`src/rtl/pass_engine.sv`:
```
// Index walker for the training passes: steps neuron/input indices of the selected
// pass, drives accumulator clear / MAC / write-back strobes and returns end pulses.
module pass_engine #(
  parameter int L0_N = 4,
  parameter int L0_K = 3,
  parameter int L1_N = 2,
  parameter int L1_K = 4,
  parameter int IW   = 3
) (
  input  logic          clk_i,
  input  logic          rst_i,
  input  logic          en_i,
  input  logic          f0_pass_i,
  input  logic          f1_pass_i,
  input  logic          b_pass_i,
  output logic          acc_clr_o,
  output logic          mac_en_o,
  output logic          wr_en_o,
  output logic          layer_o,
  output logic [IW-1:0] neuron_idx_o,
  output logic [IW-1:0] input_idx_o,
  output logic          busy_o,
  output logic          f0_end_o,
  output logic          f1_end_o,
  output logic          b_end_o
);

  typedef enum logic [2:0] {S_IDLE, S_CLR, S_MAC, S_WB, S_DONE} state_t;
  typedef enum logic [1:0] {P_F0, P_F1, P_B} pass_t;

  localparam logic [IW-1:0] L0_NL = IW'(L0_N - 1);
  localparam logic [IW-1:0] L0_KL = IW'(L0_K - 1);
  localparam logic [IW-1:0] L1_NL = IW'(L1_N - 1);
  localparam logic [IW-1:0] L1_KL = IW'(L1_K - 1);

  state_t        state_q, state_d;
  pass_t         pass_q, pass_d;
  logic          layer_q, layer_d;
  logic [IW-1:0] nidx_q, nidx_d;
  logic [IW-1:0] iidx_q, iidx_d;
  logic [2:0]    armed_q, armed_d;

  logic [2:0]    req;
  logic          lat_req;
  logic [IW-1:0] n_last, k_last;
  logic          acc_clr, mac_en, wr_en, f0_end, f1_end, b_end;

  assign req    = {b_pass_i, f1_pass_i, f0_pass_i};
  assign n_last = layer_q ? L1_NL : L0_NL;
  assign k_last = layer_q ? L1_KL : L0_KL;

  always_comb begin
    unique case (pass_q)
      P_F0:    lat_req = f0_pass_i;
      P_F1:    lat_req = f1_pass_i;
      P_B:     lat_req = b_pass_i;
      default: lat_req = 1'b0;
    endcase
  end

  always_comb begin
    state_d = state_q;
    pass_d  = pass_q;
    layer_d = layer_q;
    nidx_d  = nidx_q;
    iidx_d  = iidx_q;
    armed_d = armed_q;
    acc_clr = 1'b0;
    mac_en  = 1'b0;
    wr_en   = 1'b0;
    f0_end  = 1'b0;
    f1_end  = 1'b0;
    b_end   = 1'b0;
    if (en_i) begin
      // A low request level re-arms its pass; completion below clears it again.
      armed_d = armed_q | ~req;
      unique case (state_q)
        S_IDLE: begin
          if (req[0] && armed_q[0]) begin
            pass_d  = P_F0;
            state_d = S_CLR;
            layer_d = 1'b0;
            nidx_d  = '0;
            iidx_d  = '0;
          end else if (req[1] && armed_q[1]) begin
            pass_d  = P_F1;
            state_d = S_CLR;
            layer_d = 1'b1;
            nidx_d  = '0;
            iidx_d  = '0;
          end else if (req[2] && armed_q[2]) begin
            pass_d  = P_B;
            state_d = S_CLR;
            layer_d = 1'b1;
            nidx_d  = '0;
            iidx_d  = '0;
          end
        end
        S_CLR: begin
          acc_clr = 1'b1;
          state_d = lat_req ? S_MAC : S_IDLE;
        end
        S_MAC: begin
          mac_en = 1'b1;
          if (!lat_req) begin
            state_d = S_IDLE;
          end else if (iidx_q == k_last) begin
            state_d = S_WB;
          end else begin
            iidx_d = iidx_q + IW'(1);
          end
        end
        S_WB: begin
          if (!lat_req) begin
            state_d = S_IDLE;
          end else begin
            wr_en = 1'b1;
            if (nidx_q != n_last) begin
              state_d = S_CLR;
              nidx_d  = nidx_q + IW'(1);
              iidx_d  = '0;
            end else if (pass_q == P_B && layer_q) begin
              state_d = S_CLR;
              layer_d = 1'b0;
              nidx_d  = '0;
              iidx_d  = '0;
            end else begin
              state_d = S_DONE;
            end
          end
        end
        S_DONE: begin
          state_d = S_IDLE;
          unique case (pass_q)
            P_F0: begin f0_end = 1'b1; armed_d[0] = ~req[0]; end
            P_F1: begin f1_end = 1'b1; armed_d[1] = ~req[1]; end
            P_B:  begin b_end  = 1'b1; armed_d[2] = ~req[2]; end
            default: ;
          endcase
        end
        default: state_d = S_IDLE;
      endcase
    end
  end

  always_ff @(posedge clk_i) begin
    if (rst_i) begin
      state_q <= S_IDLE;
      pass_q  <= P_F0;
      layer_q <= 1'b0;
      nidx_q  <= '0;
      iidx_q  <= '0;
      armed_q <= '1;
    end else begin
      state_q <= state_d;
      pass_q  <= pass_d;
      layer_q <= layer_d;
      nidx_q  <= nidx_d;
      iidx_q  <= iidx_d;
      armed_q <= armed_d;
    end
  end

  assign acc_clr_o    = acc_clr;
  assign mac_en_o     = mac_en;
  assign wr_en_o      = wr_en;
  assign f0_end_o     = f0_end;
  assign f1_end_o     = f1_end;
  assign b_end_o      = b_end;
  assign layer_o      = layer_q;
  assign neuron_idx_o = nidx_q;
  assign input_idx_o  = iidx_q;
  assign busy_o       = (state_q != S_IDLE);

endmodule

```
`config.mk`:
```
export PLATFORM = sky130hd
export DESIGN_NAME = pass_engine
export DESIGN_NICKNAME = d
export VERILOG_FILES = /design/src/rtl/pass_engine.sv
export SDC_FILE = /design/constraint.sdc
export NUM_CORES = 1
export LEC_CHECK = 0
export CORE_ASPECT_RATIO = 0.9
export CORE_UTILIZATION = 45
export CTS_CLUSTER_DIAMETER = 100
export DETAILED_ROUTE_END_ITERATION = 10
export GPL_TIMING_DRIVEN = 1
export PLACE_DENSITY = 0.73
export SLEW_MARGIN = 30
export SYNTH_ARGS = -nofsm -noshare
export SYNTH_HDL_FRONTEND = slang
export SYNTH_SLANG_ARGS = --single-unit
export TNS_END_PERCENT = 50
```
`constraint.sdc`:
```
create_clock -name clk_i -period 1.8 [get_ports clk_i]
set_input_delay 0.54 -clock clk_i [delete_from_list [all_inputs] [get_ports clk_i]]
set_output_delay 0.54 -clock clk_i [all_outputs]
set_load 0.05 [all_outputs]
```
* Yosys cells after proc, flatten, opt, wreduce, memory -nomap -nowiden
Index checks and enable logic that the tools add are counted.
** Word-level totals
- Word-level logic and storage cells :: 99
- Input port bits :: 6
- Register bits after elaboration :: 15
- Output and inout port bits :: 14
** Operators by class
- Reductions and logical operators :: 15
- Multiplexer cells :: 55
- Bitwise gates (word level) :: 5
- Add/subtract/negate cells :: 2
- Eq/ne operators :: 16
** Operators with widths (number)
- $mux W3 :: 19
- $mux W1 :: 26
- $pmux W3 S4 :: 1
- $mux W2 :: 5
- $ne A2 B2 Y1 const B :: 5
- $pmux W3 S3 :: 1
- $reduce_bool A3 Y1 :: 3
- $reduce_and A7 Y1 :: 1
- $add A3 B1 Y3 const B :: 2
- $eq A3 B2 Y1 const B :: 2
- $ne A3 B3 Y1 const B :: 2
- $pmux W3 S2 :: 1
- $reduce_and A3 Y1 :: 2
- $reduce_and A6 Y1 :: 1
- $reduce_and A5 Y1 :: 1
- $logic_and A1 B1 Y1 :: 4
- $ne A4 B4 Y1 const B :: 1
- $eq A3 B1 Y1 const B :: 1
- $eq A3 B2 Y1 :: 1
- $eq A3 B3 Y1 const B :: 1
- $logic_not A3 Y1 :: 1
- $ne A3 B2 Y1 :: 1
- $not A1 Y1 :: 3
- $not A3 Y3 :: 1
- other kinds (7) :: 7

* Logic depth before layout (Yosys ltp)
- Depth in word-level cells :: 6
- Depth in mapped cells :: 7
- Gate-level depth less buffers :: 6

* Worst setup path after synthesis
Ideal clock, no wire load.
- Kind :: reg-to-output
- From :: register state_q[1]
- To :: output b_end_o
- Slack :: -1.092 ns
- Cell stages (with the launch flop) :: 4
- Buffers on the path :: 1
- Arrival :: 2.352 ns
- Required time :: 1.260 ns
- Path through :: dfxtp_1 -> buf_2 -> nand2b_1 -> nor4b_1
** On the way
- Word-level cells in the longest chain between the ends :: 3
** RTL lines
- start, declared :: RTL line 36 : state_t state_q, state_d;
- start signal, assigned :: RTL line 155 : state_q <= state_d;
- $eq A3 B3 Y1 :: RTL line 77 : unique case (state_q)
- $mux W1 :: RTL line 77
- $mux W1 :: RTL line 74 : if (en_i) begin
- end, declared :: RTL line 25 : output logic b_end_o
No other way between the ends.

* Worst setup path in the final report
- From :: register state_q[1]
- To :: output f1_end_o
** On the way
- Word-level cells in the longest chain between the ends :: 3
** RTL lines
- $eq A3 B3 Y1 :: RTL line 77
- $mux W1 :: RTL line 77
- $mux W1 :: RTL line 74
- end, declared :: RTL line 24 : output logic f1_end_o,
No other way between the ends.

==> impl_metrics.py <==
metrics = {
    "outcome": {
        "status": "complete, but fails checks",
        "violations": "setup timing",
    },
    "timing": {
        "rsz0062_at_grt": "yes",
        "whs_ps": 519,
        "maxSlewViolCount": 0,
        "finalWorstSetupSlack_ps": -194,
        "max_freq_mhz": 501,
        "finalSetupTns_ps": -1350,
        "hold_violations": 0,
        "setup_violations": 13,
        "period_needed_ps": 1990,
        "fin_crit_sh_pct": 111,
        "relSlewSlack_pct": 71.8,
        "finClkSkew_ps": 8.24,
        "worst_pin_slew_ps": 420,
    },
    "pwr": {
        "max-vdd-ir-drop_v": 0.000613,
        "p_comb_share_pct": 35.3,
        "p_per_area_nw_per_um2": 472,
        "p_sw_share_pct": 36.6,
        "p_seq_share_pct": 40.2,
        "internal-power_mw": 0.563,
        "p_switching_mw": 0.325,
        "leakage_nw": 0.824,
        "power_mw": 0.889,
        "clkPwrFrac_pct": 24.5,
    },
    "synthesis": {
        "ys.warnings.count": 0,
        "synth-seq-area-share_pct": 30.7,
        "synth_area_sq_um": 980,
        "synth-seq-cells": 15,
        "synth_fp_nets": 129,
        "synth_top_area_share_pct": 30.7,
        "synth.area.top_cells": "dfxtp_1, nand2b_1, a21oi_1, nor2_1, nor3_1",
        "ys_types": 46,
        "syn_inst": 121,
        "syn_area_per_cell_sq_um": 8.10,
        "yosysTopAreaCell": "dfxtp_1",
    },
    "clocking": {
        "cts.path.max_buffers": 2,
        "htree_num_levels": 1,
        "root_buffer": "clkbuf_4",
        "cts_tree": "done",
        "clk_pin_slew_ps": 100,
        "numCtsBuffers": 3,
        "clkLatencyLatePin_ps": 300,
        "cts.sinks": 15,
    },
    "final_layout": {
        "nets": 190,
        "diodes": 0,
        "syn2layout_area_growth_pct": 92.3,
        "design_area_sq_um": 1880,
        "finish.utilization_pct": 94.7,
        "layout-drive-gt1-share_pct": 59.1,
        "fill_cells": 53,
    },
    "place": {
        "gp_congestion": 0.893,
        "numPortBuffers": 19,
        "place_hpwl_mm": 2.32,
        "placedInstanceArea_sq_um": 1610,
    },
    "floorplan": {
        "start_util_pct": 49.2,
        "die_w_um": 51.2,
        "io_pins": 20,
        "die_y_um": 46.3,
        "dieArea_sq_um": 2370,
        "std_cell_rows": 15,
        "coreArea_sq_um": 1990,
    },
    "setup_path": {
        "crit_path_top_delay_cell": "dfxtp_4",
        "cp.arrival_ps": 1450,
        "path_cells": "nand2b_4 -> buf_6 -> nor4_4 -> buf_12",
        "critical_path.max_fanout": 6,
        "cpPeakStageDelay_ps": 390,
        "worstRegToRegCells": 5,
        "worstSetupEndpointType": "output pin",
        "critPathLaunchType": "flip-flop",
        "path_class": "flip-flop to output pin",
        "cp_data_required_time_ps": 1260,
    },
    "min_path": {
        "min_path_cells": 2,
        "min_path_type": "flip-flop to flip-flop",
    },
    "routing": {
        "vias_per_cell": 6.77,
        "vias": 1395,
        "drt_iter0_markers": 143,
        "routedWlPerCell_um": 24.9,
        "drt-pass1-iter-count": 6,
        "postRouteAntennaNets": 0,
        "drt_wl_total_mm": 5.13,
        "drcViolationCount": 0,
    },
    "run": {
        "maxCapViolations": 0,
    },
    "global_routing": {
        "grt_overflow": 0,
        "grtUsageTotal_pct": 38.2,
        "grt_pass1_wl_mm": 6.36,
        "first_global_vias": 1268,
        "grt_antenna_before_repair": 0,
        "grt_max_degree": 11,
    },
}
[cell usage after synthesis (all sizes together)]
library cell,n
o31a,1
buf,4
o311ai,1
nor2,10
o41ai,1
nor3,7
nor3b,1
a21oi,8
ha,2
or4b,1
or4,3
nor4,2
nand3,1
o21ai,7
o2bb2ai,1
nand2b,7
nor4b,2
clkbuf,2
nand3b,3
and3b,1
o31ai,2
mux2i,3
nor2b,1
a221oi,1
nand4,1
and2b,1
mux2,1
a32o,1
a222oi,1
o221ai,3
xor2,1
dfxtp,15
a31o,1
inv,8
o21a,1
a211o,2
or2,1
and3,1
a22oi,2
nand2,7
a21boi,1
a21o,1
[area by class of cell]
cell class                      count  area [sq um]  share of cell area, %
Clock buffer                        3          22.5                   1.20
Clock inverter                      1          5.00                  0.266
Multi-Input combinational cell     92           832                   44.2
Sequential cell                    15           318                   16.9
Timing Repair Buffer               62           646                   34.3
Tap cell                           25          31.3                   1.66
Inverter                            8          30.0                   1.59
[power groups by stage]
stage	combinational, mW	sequential, mW	clock (mW)
3_3_place_gp	0.220	0.364	0
4_1_cts	0.265	0.353	0.213
3_5_place_dp	0.226	0.364	0
2_1_floorplan	0.132	0.362	0
5_1_grt	0.325	0.357	0.229
6_report	0.314	0.357	0.217
[cells in the final DEF, fill, tap and decap left out, drive strengths merged, types with 3 or more instances in the layout]
master   n
o21ai    7
nand2    7
inv      8
nor2    10
o221ai   3
nor3     7
or4      3
nand3b   3
mux2i    3
buf     58
a21oi    8
nand2b   7
clkbuf   4
dfxtp   15
[logic make-up (layout without fill, tap and decap cells)]
| kind of cell | count (synthesis) | in the layout | synth area share (%) |
|---|---|---|---|
| adder cells (fa/ha/maj) | 2 | 2 | 2.55 |
| buffers and inverters | 14 | 74 | 6.39 |
| XOR/XNOR | 1 | 1 | 0.894 |
| flip-flops | 15 | 15 | 30.7 |
| AO/OA/AOI/OAI | 35 | 35 | 26.1 |
| AND/OR/NAND/NOR | 50 | 50 | 29.2 |
| multiplexers | 4 | 4 | 4.21 |
[registers in the layout, indices dropped and copies added, names as in the netlist]
name,flops
armed_q,3
input_idx_o,3
layer_o,1
neuron_idx_o,3
pass_q,2
state_q,3
[through the flow]
step                worst slack (ps)  instances
finish                          -194        206
CTS                             -210        202
global route                    -376        206
detailed placement              -646        188
floorplan                      -94.1        121
global placement                -577        188
[routing by layer]
layer / wire length [um] / part of all wire [%] / track usage, % / up-vias
li1: - / - / - / 571
met3: 584 / 11 / 11.2 / 48
met4: 323 / 6.3 / 19.4 / 0
met5: 0 / 0 / 0 / -
met1: 1900 / 37 / 46.5 / 649
met2: 2310 / 45 / 61.6 / 127
[worst paths after layout]
| kind | from | endpoint | slack [ps] |
|---|---|---|---|
| setup / recovery | state_q[1]$_SDFFE_PP0P_ | f1_end_o | -190 |
| hold / removal | armed_q[2]$_SDFFE_PP1P_ | armed_q[2]$_SDFFE_PP1P_ | 520 |
| setup reg to reg | layer_o$_SDFFE_PP0P_ | input_idx_o[2]$_SDFFE_PP0P_ | -110 |
| hold reg to reg | armed_q[2]$_SDFFE_PP1P_ | armed_q[2]$_SDFFE_PP1P_ | 520 |
[worst max-delay path: cells and delay by family (launching register included)]
family        cells  cell delay (ps)
simple gates      2              460
flops             1              390
buf+inv           2              310
[timing repair]
item                                   in CTS  in global routing
gates resized for setup                    29                 22
hold buffers                                0                  0
endpoints found under the hold margin       0                  0
setup endpoints to repair                  16                 15
buffers inserted                           10                  5
pin swaps                                  10                  8
Note: power is estimated with default switching activity, not from simulation.
